## config.mk

```make
export PLATFORM = sky130hd
export DESIGN_NAME = jtframe_rom_nslot
export DESIGN_NICKNAME = d
export VERILOG_FILES = /design/src/rtl/jtframe_rom_nslot_pkg.sv /design/src/rtl/jtframe_rom_nslot_arb.sv /design/src/rtl/jtframe_rom_nslot.sv
export SDC_FILE = /design/constraint.sdc
export NUM_CORES = 1
export LEC_CHECK = 0
export CAP_MARGIN = 20
export CORE_MARGIN = 8
export CORE_UTILIZATION = 30
export CTS_CLUSTER_DIAMETER = 30
export CTS_CLUSTER_SIZE = 24
export DETAILED_ROUTE_END_ITERATION = 16
export DONT_BUFFER_PORTS = 1
export HOLD_SLACK_MARGIN = 0.08
export MAX_ROUTING_LAYER = met4
export PLACE_DENSITY = 0.55
export SYNTH_ARGS = -nofsm -noshare
export SYNTH_HDL_FRONTEND = slang
export SYNTH_SLANG_ARGS = --single-unit
export TNS_END_PERCENT = 10
```

## constraint.sdc

```tcl
create_clock -name clk -period 24.9 [get_ports clk]
set_input_delay 2.49 -clock clk [delete_from_list [all_inputs] [get_ports clk]]
set_output_delay 2.49 -clock clk [all_outputs]
set_load 0.02 [all_outputs]
```

## src/rtl/jtframe_rom_nslot_pkg.sv

```systemverilog
// jtframe_rom_nslot_pkg: shared types and helpers for the N-slot ROM arbiter
package jtframe_rom_nslot_pkg;
    typedef enum logic [1:0] {IDLE, REQ, WAIT} state_t;
    localparam int OW = 22;
    function automatic logic [15:0] word_sel(input logic [31:0] w, input logic dw16, input logic [1:0] a);
        logic [31:0] s;
        s = w >> (dw16 ? {a[0], 4'd0} : {a, 3'd0});
        return dw16 ? s[15:0] : {8'd0, s[7:0]};
    endfunction
endpackage

```

## src/rtl/jtframe_rom_nslot_arb.sv

```systemverilog
// jtframe_rom_nslot_arb: picks one pending slot, fixed or round-robin priority
module jtframe_rom_nslot_arb #(
    parameter int SLOTS = 9,
    parameter bit RR = 1'b0,
    parameter int IW = 4
)(
    input  logic             clk,
    input  logic             rst,
    input  logic [SLOTS-1:0] pending,
    input  logic             launch,
    output logic [IW-1:0]    win,
    output logic             any
);
    logic [IW-1:0] ptr;
    int j;
    // round-robin search starts just after the last winner
    always_comb begin
        win = '0;
        any = 1'b0;
        j = 0;
        for (int k = 0; k < SLOTS; k++) begin
            j = RR ? (int'(ptr) + 1 + k) % SLOTS : k;
            if (!any && pending[j[IW-1:0]]) begin
                win = j[IW-1:0];
                any = 1'b1;
            end
        end
    end
    always_ff @(posedge clk or posedge rst) begin
        if (rst) ptr <= IW'(SLOTS - 1);
        else if (launch) ptr <= win;
    end
endmodule

```

## src/rtl/jtframe_rom_nslot.sv

```systemverilog
// jtframe_rom_nslot: N-slot SDRAM ROM arbiter with a one-word cache per slot
module jtframe_rom_nslot import jtframe_rom_nslot_pkg::*; #(
    parameter int SLOTS = 9,
    parameter int SLOT_AW = 18,
    parameter logic [SLOTS-1:0] DW16 = '0,
    parameter logic [SLOTS*OW-1:0] OFFSET = '0,
    parameter bit RR = 1'b0
)(
    input  logic                     clk,
    input  logic                     rst,
    input  logic                     downloading,
    input  logic [SLOTS-1:0]         slot_cs,
    input  logic [SLOTS*SLOT_AW-1:0] slot_addr,
    output logic [SLOTS-1:0]         slot_ok,
    output logic [SLOTS*16-1:0]      slot_dout,
    output logic                     sdram_req,
    input  logic                     sdram_ack,
    output logic [OW-1:0]            sdram_addr,
    input  logic                     data_rdy,
    input  logic [31:0]              data_read
);
    localparam int IW = SLOTS > 1 ? $clog2(SLOTS) : 1;
    logic [SLOTS-1:0] hit, pending;
    logic [OW-1:0] cand [SLOTS];
    logic [SLOT_AW-2:0] tag_now [SLOTS];
    logic [SLOT_AW-2:0] tag_q;
    logic [IW-1:0] win, win_q;
    logic any, launch, fill;
    state_t state, state_nx;
    assign launch = state == IDLE && any && !downloading;
    assign fill = state == WAIT && data_rdy && !downloading;
    assign sdram_req = state == REQ && !downloading;
    jtframe_rom_nslot_arb #(.SLOTS(SLOTS), .RR(RR), .IW(IW)) u_arb (
        .clk(clk), .rst(rst), .pending(pending), .launch(launch), .win(win), .any(any)
    );
    for (genvar i = 0; i < SLOTS; i++) begin : g_slot
        logic [SLOT_AW-1:0] addr;
        logic [SLOT_AW-2:0] tag;
        logic [31:0] word;
        logic valid;
        assign addr = slot_addr[i*SLOT_AW +: SLOT_AW];
        // 8-bit tags are one bit shorter; pad so all slots share one tag width
        assign tag_now[i] = DW16[i] ? addr[SLOT_AW-1:1] : {1'b0, addr[SLOT_AW-1:2]};
        assign cand[i] = (OFFSET[i*OW +: OW] + OW'(DW16[i] ? addr : addr >> 1)) & ~OW'(1);
        assign hit[i] = valid && tag == tag_now[i];
        assign pending[i] = slot_cs[i] && !hit[i];
        assign slot_ok[i] = slot_cs[i] && hit[i] && !downloading;
        assign slot_dout[i*16 +: 16] = word_sel(word, DW16[i], addr[1:0]);
        always_ff @(posedge clk or posedge rst) begin
            if (rst) begin
                valid <= 1'b0;
                tag <= '0;
                word <= '0;
            end else if (downloading) begin
                valid <= 1'b0;
            end else if (fill && win_q == IW'(i)) begin
                valid <= 1'b1;
                tag <= tag_q;
                word <= data_read;
            end
        end
    end
    always_comb begin
        state_nx = state;
        case (state)
            IDLE: state_nx = any ? REQ : IDLE;
            REQ: state_nx = sdram_ack ? WAIT : REQ;
            default: state_nx = data_rdy ? IDLE : WAIT;
        endcase
        if (downloading) state_nx = IDLE;
    end
    always_ff @(posedge clk or posedge rst) begin
        if (rst) begin
            state <= IDLE;
            win_q <= '0;
            tag_q <= '0;
            sdram_addr <= '0;
        end else begin
            state <= state_nx;
            if (launch) begin
                win_q <= win;
                tag_q <= tag_now[win];
                sdram_addr <= cand[win];
            end
        end
    end
endmodule

```

* Yosys cells after proc, flatten, opt, wreduce, memory -nomap -nowiden
Index checks and enable logic that the tools add are counted.
W data, S select, Z words.
** Word-level totals
- Register bits after elaboration :: 495
- Word-level logic and storage cells :: 204
- Bits of input ports :: 208
** Cells by class
- Multiplexer cells :: 46
- Bitwise gates (word level) :: 2
- Equal/unequal tests :: 19
- Shifts and indexed selects :: 9
- $lt $le $gt $ge :: 1
- Reduce and logical (&&, ||, !) cells :: 96
** Operator list (count)
- $shr A32 B5 Y8 :: 9
- $eq A17 B16 Y1 :: 9
- $bmux W22 S4 :: 1
- $bmux W17 S4 :: 1
- $logic_and A1 B1 Y1 :: 58
- $mux W22 :: 2
- $mux W17 :: 2
- $mux W1 :: 29
- $logic_not A1 Y1 :: 18
- $reduce_and A2 Y1 :: 9
- $reduce_bool A2 Y1 :: 9
- $eq A4 B3 Y1 const B :: 4
- $mux W3 :: 4
- $mux W2 :: 5
- $eq A4 B2 Y1 const B :: 2
- $ge A5 B5 Y1 const B :: 1
- $not A4 Y5 :: 1
- $eq A4 B1 Y1 const B :: 1
- $eq A4 B4 Y1 const B :: 1
- $logic_not A4 Y1 :: 1
- $mux W4 :: 1
- $pmux W2 S2 :: 1
- $eq A2 B1 Y1 const B :: 1
- $eq A2 B2 Y1 const B :: 1
- other kinds (2) :: 2

* Depth between registers and ports, before layout
- Depth in word-level cells :: 33
- Mapped depth :: 11
- Depth with buffers taken out :: 9

* Hierarchy
A second synthesis with hierarchy kept.
** Second synthesis, totals
- Cell total of the unflattened synthesis :: 1597
- Area, all modules :: 22602.9 um^2
** Modules (own cells, without submodules)
- jtframe_rom_nslot :: area each 22495.3 um^2, instances 1, seq. area each 11586.1 um^2, cells an instance 1582
- jtframe_rom_nslot_arb :: area each 107.6 um^2, instances 1, seq. area each 0.0 um^2, cells an instance 15

* Least setup slack after synthesis
Ideal clock, no wire load.
- Path kind :: input -> output
- Start point :: input port slot_addr[16]
- End point :: output port slot_ok[0]
- Path buffers :: 0
- Arrival :: 4.049 ns
- Cell stages on the path :: 5
- Path slack :: 18.361 ns
- Cell sequence :: xor2_1 > nor4_1 > nand2_1 > or4_1 > nor3b_1
** Between the ends
- Longest elaborated chain between the ends :: 4
** Ends and longest elaborated chain
- from (decl) :: RTL line jtframe_rom_nslot.sv:13 : input logic [SLOTS*SLOT_AW-1:0] slot_addr,
- $eq A17 B16 Y1 :: RTL line jtframe_rom_nslot.sv:45 : assign hit[i] = valid && tag == tag_now[i];
- $logic_and A1 B1 Y1 :: RTL line jtframe_rom_nslot.sv:45
- $logic_and A1 B1 Y1 (2 in series) :: RTL line jtframe_rom_nslot.sv:47 : assign slot_ok[i] = slot_cs[i] && hit[i] && !downloading;
- to (decl) :: RTL line jtframe_rom_nslot.sv:14 : output logic [SLOTS-1:0] slot_ok,
Every way passes these cells.

* Final worst setup path
- Start point :: input port slot_addr[14]
- End point :: output port slot_ok[0]
The elaborated chain is that of the path after synthesis.

==> qor.yml <==
syn-instance-count: 1580
fmax_mhz: 142
synth.most_common_cell: "dfrtp_1"
synthMuxAreaShare_pct: 31.3
ys_warn_count: 0
slew_headroom_pct: 26.6
fin_crit_sh_pct: 28.4
synth_compound_area_share_pct: 3.40
hp-start: "g_slot[5].valid"
cts_num_sinks: 463
drt_iter0_drc: 619
fin_nets: 1833
synthSimpleGateAreaFrac_pct: 3.41
antenna_cells: 0
rsz0062_at_grt: "false"
clock_skew_ns: 0.0553
arrival_ns: 4.57
ir_drop_v: 0.0000636
vias: 13500
synth_seq_cells: 463
synth_top_family_by_area: "multiplexers"
post-route-min-period_ns: 7.06
synth_top_area_share_pct: 51.6
synthAdderAreaFrac_pct: 0
crit_slowest_cell: "nor3b_1"
report.final.slew_viol_count: 0
syn_area_sq_um: 22500
fillers: 7074
hold_buffers: 0
die_h_microns: 290
ys_seq_area_share_pct: 51.6
yosysUniqueCellTypes: 51
io_pins: 384
required_ns: 22.41
synth_edf_count: 0
yosys-top-cells-count: "463 x dfrtp_1, 424 x mux2_2, 87 x buf_4"
crit_fanout: 2
cts_buffers: 116
grt_pass1_wl_microns: 106000
die_area_sq_um: 83900
drive_gt1_share_pct: 43.7
wl_per_cell_microns: 27.5
groute.usage.overall_pct: 17.8
regToRegSetupSlack_ns: 20.52
final_cells: 2696
numPortBuffers: 0
synthXorXnorAreaFrac_pct: 5.61
worst_pin_slew_ns: 1.10
r2r_start: "g_slot[5].tag[3]"
cts-root-buf: "clkbuf_16"
rr_worst_depth: 10
ant_nets: 0
core_area_sq_um: 74300
status: "finished, final reports clean"
postRouteWirelength_microns: 74100
clk_pin_slew_worst_paths_ns: 0.04
antenna_found_initial: 0
finalHoldViolCount: 0
hold_end: "g_slot[5].valid"
gp_congestion: 0.886
syn_area_per_cell_sq_um: 14.2
dr.pass1.iters: 5
cts_tree: "done"
rows: 100
worstReg2RegEnd: "sdram_addr[1]"
placed_cells: 2475
yosys-top-cells-area: "dfrtp_1 52%, mux2_2 21%, mux4_2 8.5%"
hold_path_class: "reg -> reg"
leakagePower_nw: 12.8
drv_cap: 0
grt_pass1_vias: 14700
holdPathStages: 1
critPathBufInv: 0
clkLatencyLatePin_ns: 0.66
overflow: 0
grt_max_degree: 110
critPathTopFamily: "simple AND/OR/NAND/NOR gates"
dieWidth_microns: 290
powerDensity_nw_per_um2: 97.7
yosysTopAreaCell: "dfrtp_1"
critPathKind: "in -> out"
postCtsSetupRepairBufs: 0
htree_num_levels: 3
start_util_pct: 30.2
cpPeakStageDelay_ns: 0.88
crit_chain: "xor2_1 > nor4_1 > nand2_1 > or4_1 > nor3b_1"
ctsResizeCount: 0
setup_viol: 0
via_per_inst: 5.02
tns_ns: 0
dp_hpwl_microns: 54800
drc: 0
cts_buffer_depth: 3
synthArstFlopShare_pct: 100
ys.flop_type: "dfrtp_1"
endpoint_kind: "output pin"
syn2layout_area_growth_pct: 21.4
startpoint_type: "primary input"
-- area by class of cell --
| class | instances | area, sq um | share of cell area (%) |
|---|---|---|---|
| Timing Repair Buffer | 23 | 193 | 0.707 |
| Clock buffer | 152 | 3220 | 11.8 |
| Sequential cell | 463 | 11600 | 42.5 |
| Tap cell | 969 | 1210 | 4.45 |
| Clock inverter | 68 | 867 | 3.18 |
| Inverter | 12 | 52.6 | 0.193 |
| Multi-Input combinational cell | 1009 | 10100 | 37.2 |
-- registers in the layout, summed over array words and instances (netlist names) --
signal,cells
state,2
g_slot.valid,9
g_slot.word,288
g_slot.tag,144
win_q,4
sdram_addr,16
-- how the worst max path moves through the flow --
stage                  endpoint     startpoint  cells after the start  slack [ns]
2_1_floorplan  g_slot[0].tag[0]            rst                      1        9.50
3_3_place_gp         slot_ok[0]  slot_addr[14]                      5       17.73
3_5_place_dp         slot_ok[0]  slot_addr[14]                      5       17.82
4_1_cts              slot_ok[0]  slot_addr[14]                      5       17.81
5_1_grt              slot_ok[0]  slot_addr[14]                      5       17.80
6_report             slot_ok[0]  slot_addr[14]                      5       17.84
-- cell usage in the layout (no fill, tap or decap), drive strengths merged, types with 9 or more instances in the layout --
master / count
clkinv: 41
nand3: 15
buf: 23
a211o: 11
dfrtp: 463
bufinv: 15
o21ai: 32
nand4: 13
mux4: 85
nor2: 9
o22ai: 11
nor4: 22
mux2i: 22
xor2: 64
clkbuf: 152
nand2: 67
xnor2: 80
inv: 16
mux2: 435
conb: 78
-- kinds of logic after synthesis --
| group | count (synthesis) |
|---|---|
| AND/OR/NAND/NOR | 151 |
| XOR/XNOR | 144 |
| multiplexers | 542 |
| flip-flops | 463 |
| AO/OA/AOI/OAI | 94 |
| other | 1 |
| buffers and inverters | 185 |
-- report_power, final --
part           total [W]  switching (W)  internal, W
Sequential      0.000904      0.0000798     0.000824
Combinational   0.000229       0.000121     0.000107
Clock            0.00153       0.000470      0.00106
Total            0.00266       0.000671      0.00199
-- stage by stage --
| step | total power [W] | utilization [%] | setup WS (ns) | area [sq um] | hold WS, ns |
|---|---|---|---|---|---|
| after floorplan | 0.00108 | - | 9.50 | 22800 | 0.449 |
| after global placement | 0.00114 | 31.2 | 17.73 | 23200 | 0.459 |
| after detailed placement | 0.00115 | 31.2 | 17.82 | 23200 | 0.466 |
| after CTS | 0.00270 | 36.7 | 17.81 | 27200 | 0.474 |
| after global routing | 0.00276 | 36.7 | 17.80 | 27300 | 0.483 |
| final | 0.00266 | 36.7 | 17.84 | 27300 | 0.472 |
-- per-layer routing --
layer  track usage (%)  vias to the layer above  wire [microns]
li1                  -                     5736               -
met1              18.7                     7155           26400
met4              6.16                        0            2220
met3              6.10                      125            7080
met2              31.2                      512           38500
met5                 -                        -               0
Note: power is estimated with default switching activity, not from simulation.
==> patch 1, RTL diff (same flow settings) <==
`SLOTS` is set to 9 in 2 places; all go to 10.
--- a/src/rtl/jtframe_rom_nslot_arb.sv
+++ b/src/rtl/jtframe_rom_nslot_arb.sv
@@ -1,5 +1,5 @@
 // jtframe_rom_nslot_arb: picks one pending slot, fixed or round-robin priority
 module jtframe_rom_nslot_arb #(
-    parameter int SLOTS = 9,
+    parameter int SLOTS = 10,
     parameter bit RR = 1'b0,
     parameter int IW = 4
--- a/src/rtl/jtframe_rom_nslot.sv
+++ b/src/rtl/jtframe_rom_nslot.sv
@@ -1,5 +1,5 @@
 // jtframe_rom_nslot: N-slot SDRAM ROM arbiter with a one-word cache per slot
 module jtframe_rom_nslot import jtframe_rom_nslot_pkg::*; #(
-    parameter int SLOTS = 9,
+    parameter int SLOTS = 10,
     parameter int SLOT_AW = 18,
     parameter logic [SLOTS-1:0] DW16 = '0,
Ports: changed (resized slot_addr, slot_cs, slot_dout and slot_ok); port bits go from 384 to 420. No check against the original RTL was run, so the function may have changed too.
==> patch 1 against the original RTL <==
  * Wire length increased by 20%
  * Clock skew increased by 7.7 ps
  * Worst setup slack gained 55 ps
  * Maximum frequency grew 0.78%
  * Area after synthesis is 13% higher
  * Total power is 18% higher
  * Critical path depth unchanged
  * Sequential cell count increased by 49
  * Design area grew 14%
  * Critical path type unchanged
  * Largest cell class unchanged
==> patch 1: results (changes against the original RTL) <==
| Metric | Value |
|---|---|
| CTS clk-pin slew, worst paths | `40 ps (about the same)` |
| Post-cts resize count | `0 (unchanged)` |
| Sequential share of the synthesized area | `50.4% (-1.2 points)` |
| Net Sw Frac | `25.1% (-0.057 points)` |
| Status | `finished, final reports clean` |
| Top cells by area, synth | `dfrtp_1, mux2_2, mux4_2` |
| Vias in the first global route | `17.2k (+17%)` |
| Largest net degree at the start of global routing | `164 (+49%)` |
| Worst ir drop on vdd | `0.0000630 V (-0.95%)` |
| Average routed wire per standard cell | `28.7 um (+4.3%)` |
| Critical-path top delay cell | `nor3b_1` |
| Post-DP HPWL | `65,400 um (+19%)` |
| Synth unique cells | `60 (+18%)` |
| Critical path's largest stage delay | `660 ps (-220 ps)` |
| CTS Buf Count | `136 (+17%)` |
| Layout cell share with drive strength beyond 1 | `44.2% (+0.50 points)` |
| CP arrival | `4520 ps (-50 ps)` |
| Root Buffer | `clkbuf_16` |
| Top cells by count, synth | `dfrtp_1, mux2_2, buf_4` |
| Global placer's final weighted congestion | `0.887 (about the same)` |
| Skew final | `63.0 ps (+7.68 ps)` |
| PortBufs | `0 (unchanged)` |
| CP max FO | `2 (unchanged)` |
| Nets | `2,081 (+14%)` |
| Drt via density | `5.08 (+1.2%)` |
| Number of detailed-route iterations in the first pass | `6 (+1)` |
| Maximum buffer depth of the clock tree | `3 (unchanged)` |
| Pre-CTS WS | `17,940 ps (+120 ps)` |
| Async SR Flop Fraction | `100% (unchanged)` |
| Yosys warns | `0 (unchanged)` |
| Total GRT Usage | `19.0% (+1.2 points)` |
| HP Class | `reg -> reg` |
| Family with the most delay on the worst path | `simple AND/OR/NAND/NOR gates` |
| # H-tree levels | `4 (+1)` |
| First-pass GRT wire length | `127,000 um (+20%)` |
| Largest regs | `g_slot.word x320, g_slot.tag x160, sdram_addr x16` |
| Postcts setup bufs | `0 (unchanged)` |
| Pleak | `14.6 nW (+14%)` |
| DR iter-0 viols | `958 (+55%)` |
| Skew-Pair Late Insertion Delay | `730 ps (+70 ps)` |
| Initial antenna violation count | `1 (+1)` |
| Fill cell count | `8,009 (+13%)` |
| Worst-Margin Slew | `1120 ps (+26.0 ps)` |
## patch 1: logic make-up after synthesis
logic type	after synthesis	synth area share, %
AND/OR/NAND/NOR	168	3.61
other	1	0.0147
multiplexers	601	30.1
AO/OA/AOI/OAI	137	4.73
buffers and inverters	261	5.63
flip-flops	512	50.4
XOR/XNOR	160	5.51
## patch 1: metal layers
layer	part of all wire, %	wire [um]	vias to the layer above	track usage, %
li1	-	-	6576	-
met4	4.7	4180	0	9.01
met1	35	31400	8357	19.2
met3	8.7	7760	179	6.94
met5	0	0	-	-
met2	51	45400	617	32.7
## patch 1: power groups by stage
stage                     combinational, mW  clock (mW)  sequential (mW)
final                                 0.270        1.87            0.993
after global routing                  0.289        1.95             1.00
after CTS                             0.272        1.90            0.993
after detailed placement              0.270           0             1.00
after global placement                0.264           0            0.998
after floorplan                       0.231           0            0.967
## patch 1: path summary, 6_finish.rpt
check                                endpoint        startpoint  cells after the start  slack [ps]
max                                slot_ok[3]     slot_addr[65]                      5       17890
min                           g_slot[0].valid   g_slot[0].valid                      1         480
max reg2reg                     sdram_addr[2]  g_slot[1].tag[0]                     10       20390
min reg2reg                   g_slot[0].valid   g_slot[0].valid                      1         480
max in group asynchronous  g_slot[7].word[25]               rst                      4       21000
min in group asynchronous  g_slot[3].word[13]               rst                      1        1830
## patch 1: area by class of cell
cell class	count	area [um^2]	share of cell area [%]
diodes	1	2.50	0.00804
clock buffers	181	3830	12.3
clock inverters	64	1180	3.80
inverters	22	90.1	0.289
multi-input cells	1152	11500	37.1
flip-flops and latches	512	12800	41.2
well taps	1134	1420	4.56
repair buffers	30	258	0.828
## patch 1: through the flow
step	cells	hold WS (ps)	area (um^2)
finish	3096	480	31100
CTS	3094	481	31100
global placement	2849	458	26100
floorplan	1925	449	25800
detailed placement	2849	466	26100
global route	3095	493	31100
==> patch 2, RTL diff (same settings) <==
Made on the original files. The 3 states of `state_t` get a one-hot encoding in 3 bits.
--- a/src/rtl/jtframe_rom_nslot_pkg.sv
+++ b/src/rtl/jtframe_rom_nslot_pkg.sv
@@ -1,5 +1,5 @@
 // jtframe_rom_nslot_pkg: shared types and helpers for the N-slot ROM arbiter
 package jtframe_rom_nslot_pkg;
-    typedef enum logic [1:0] {IDLE, REQ, WAIT} state_t;
+    typedef enum logic [2:0] {IDLE = 3'b001, REQ = 3'b010, WAIT = 3'b100} state_t;
     localparam int OW = 22;
     function automatic logic [15:0] word_sel(input logic [31:0] w, input logic dw16, input logic [1:0] a);
Formal check against the unedited RTL: same outputs for any inputs over 4 cycles, from zero or initial values and one cycle with rst high; so few cycles prove little.
==> patch 2 against the original RTL <==
  * Total power is 3.0% lower
  * Clock skew grew 11 ps
  * Design area is essentially flat
  * Largest power group unchanged
  * Worst setup slack improved by 98 ps
  * Critical path type unchanged
  * Critical path depth unchanged
  * Sequential share of layout area is 0.083 points higher
  * Via count grew 0.24%
  * Wire length increased by 0.30%
  * Area after synthesis up 0.66%
  * Sequential cell count rose by 1
==> patch 2: results (changes against the original RTL) <==
| Metric | Value |
|---|---|
| Layout cell share with drive strength beyond 1 | `43.1% (-0.56 points)` |
| Fin cells | `2,693 (-0.11%)` |
| DR iter-0 viols | `644 (+4.0%)` |
| CTS Buf Count | `113 (-2.6%)` |
| Top cells by count, synth | `dfrtp_1, mux2_2, buf_4` |
| Reg2Reg Depth | `10 (unchanged)` |
| HP Class | `reg -> reg` |
| Worst ir drop on vdd | `0.0000724 V (+14%)` |
| RR Startpoint | `g_slot[4].tag[8]` |
| Nets | `1,841 (+0.44%)` |
| DRT Wirelength | `74,300 um (+0.30%)` |
| Xor/xnor share of the synthesized area | `5.58% (-0.037 points)` |
| Fill cell count | `7,142 (+0.96%)` |
| Post-layout min period | `6960 ps (-98.3 ps)` |
| CP arrival | `4470 ps (-100 ps)` |
| Critical-path top delay cell | `nor3b_1` |
| Top cells by area, synth | `dfrtp_1, mux2_2, mux4_2` |
| Vias in the first global route | `14.9k (+1.9%)` |
| Worst r2r dst | `sdram_addr[2]` |
| CTS clk-pin slew, worst paths | `40 ps (about the same)` |
| First-pass GRT wire length | `108,000 um (+1.9%)` |
| Syn Area/Cell | `14.2 um^2 (-0.16%)` |
| Skew final | `66.4 ps (+11.0 ps)` |
| Worst-Margin Slew | `1040 ps (-50.6 ps)` |
| Post-synthesis compound-gate area fraction | `2.77% (-0.64 points)` |
| Area growth, synth to finish | `20.6%` |
| Largest net degree at the start of global routing | `109 (-0.91%)` |
| Placed insts | `2,486 (+0.44%)` |
| Crit path capture | `slot_ok[0]` |
| Placed Area | `23,300 um^2 (+0.81%)` |
| Postcts setup bufs | `0 (unchanged)` |
| Number of detailed-route iterations in the first pass | `7 (+2)` |
| Global placer's final weighted congestion | `0.861 (-2.9%)` |
| Initial antenna violation count | `0 (unchanged)` |
| Setup Crit Path Kind | `in -> out` |
| Adder-Cell Fraction of Synth Area | `0% (unchanged)` |
| Status | `finished, final reports clean` |
| Critical path's largest stage delay | `690 ps (-190 ps)` |
| Post-DP HPWL | `55,600 um (+1.4%)` |
| Vias | `13.6k (+0.24%)` |
| Synth unique cells | `56 (+9.8%)` |
| Sequential share of the synthesized area | `51.4% (-0.22 points)` |
| # H-tree levels | `3 (unchanged)` |
| Pre-CTS WS | `17,900 ps (+82.5 ps)` |
| R2R setup slack | `20,220 ps (-300 ps)` |
| Skew-Pair Late Insertion Delay | `660 ps (about the same)` |
| Multiplexer share of the synthesized area | `32.4% (+1.1 points)` |
| Pleak | `13.2 nW (+3.2%)` |
| Total GRT Usage | `17.8% (-0.071 points)` |
[patch 2: changes by cell type after synthesis, moves of 8 or more]
cell | before | now
mux2_2 | 424 | 433
nand2_1 | 67 | 25
mux2_1 | 11 | 1
o21ai_0 | 31 | 9
mux4_2 | 85 | 72
mux2i_1 | 22 | 73
o221ai_1 | 0 | 9
inv_1 | 12 | 23
and3_1 | 7 | 15
nor2_1 | 9 | 17
buf_1 | 36 | 51
o32a_1 | 0 | 9
[patch 2: worst min-delay path by stage]
stage | depth (start not counted) | startpoint | slack, ps | endpoint
after CTS | 1 | g_slot[4].valid | 470 | g_slot[4].valid
after detailed placement | 1 | g_slot[4].valid | 470 | g_slot[4].valid
after floorplan | 1 | g_slot[4].valid | 450 | g_slot[4].valid
after global routing | 1 | g_slot[4].valid | 480 | g_slot[4].valid
final | 1 | g_slot[5].valid | 470 | g_slot[5].valid
after global placement | 1 | g_slot[5].valid | 460 | g_slot[5].valid
[patch 2: logic make-up (layout without fill, tap and decap cells)]
group,Yosys count,after routing
XOR/XNOR,144,144
AND/OR/NAND/NOR,128,128
flip-flops,464,464
multiplexers,585,585
other,1,78
AO/OA/AOI/OAI,74,74
buffers and inverters,197,251
[patch 2: layout make-up]
cell class	count	share of cell area [%]
clock buffer	156	11.9
timing repair buffer	22	0.679
inverter	23	0.344
sequential	464	42.6
clock inverter	50	2.38
tap	969	4.44
multi-input combinational	1009	37.6
[patch 2: power by group]
group	internal [mW]	total, mW	switching, mW	leakage (nW)
combinational	0.0992	0.210	0.111	4.91
sequential	0.816	0.909	0.0928	6.40
clock	1.02	1.47	0.449	1.94
[patch 2: worst max-delay path, delay by kind of cell]
kind | cells | cell delay (ps)
and+or+nand+nor | 4 | 1840
xor gates and xnor gates | 1 | 150
[patch 2: metal layers]
| layer | track usage [%] | wire length [um] |
|---|---|---|
| met2 | 31.0 | 38800 |
| met1 | 18.5 | 26900 |
| met4 | 6.17 | 2310 |
| met3 | 6.48 | 6350 |
| met5 | - | 0 |
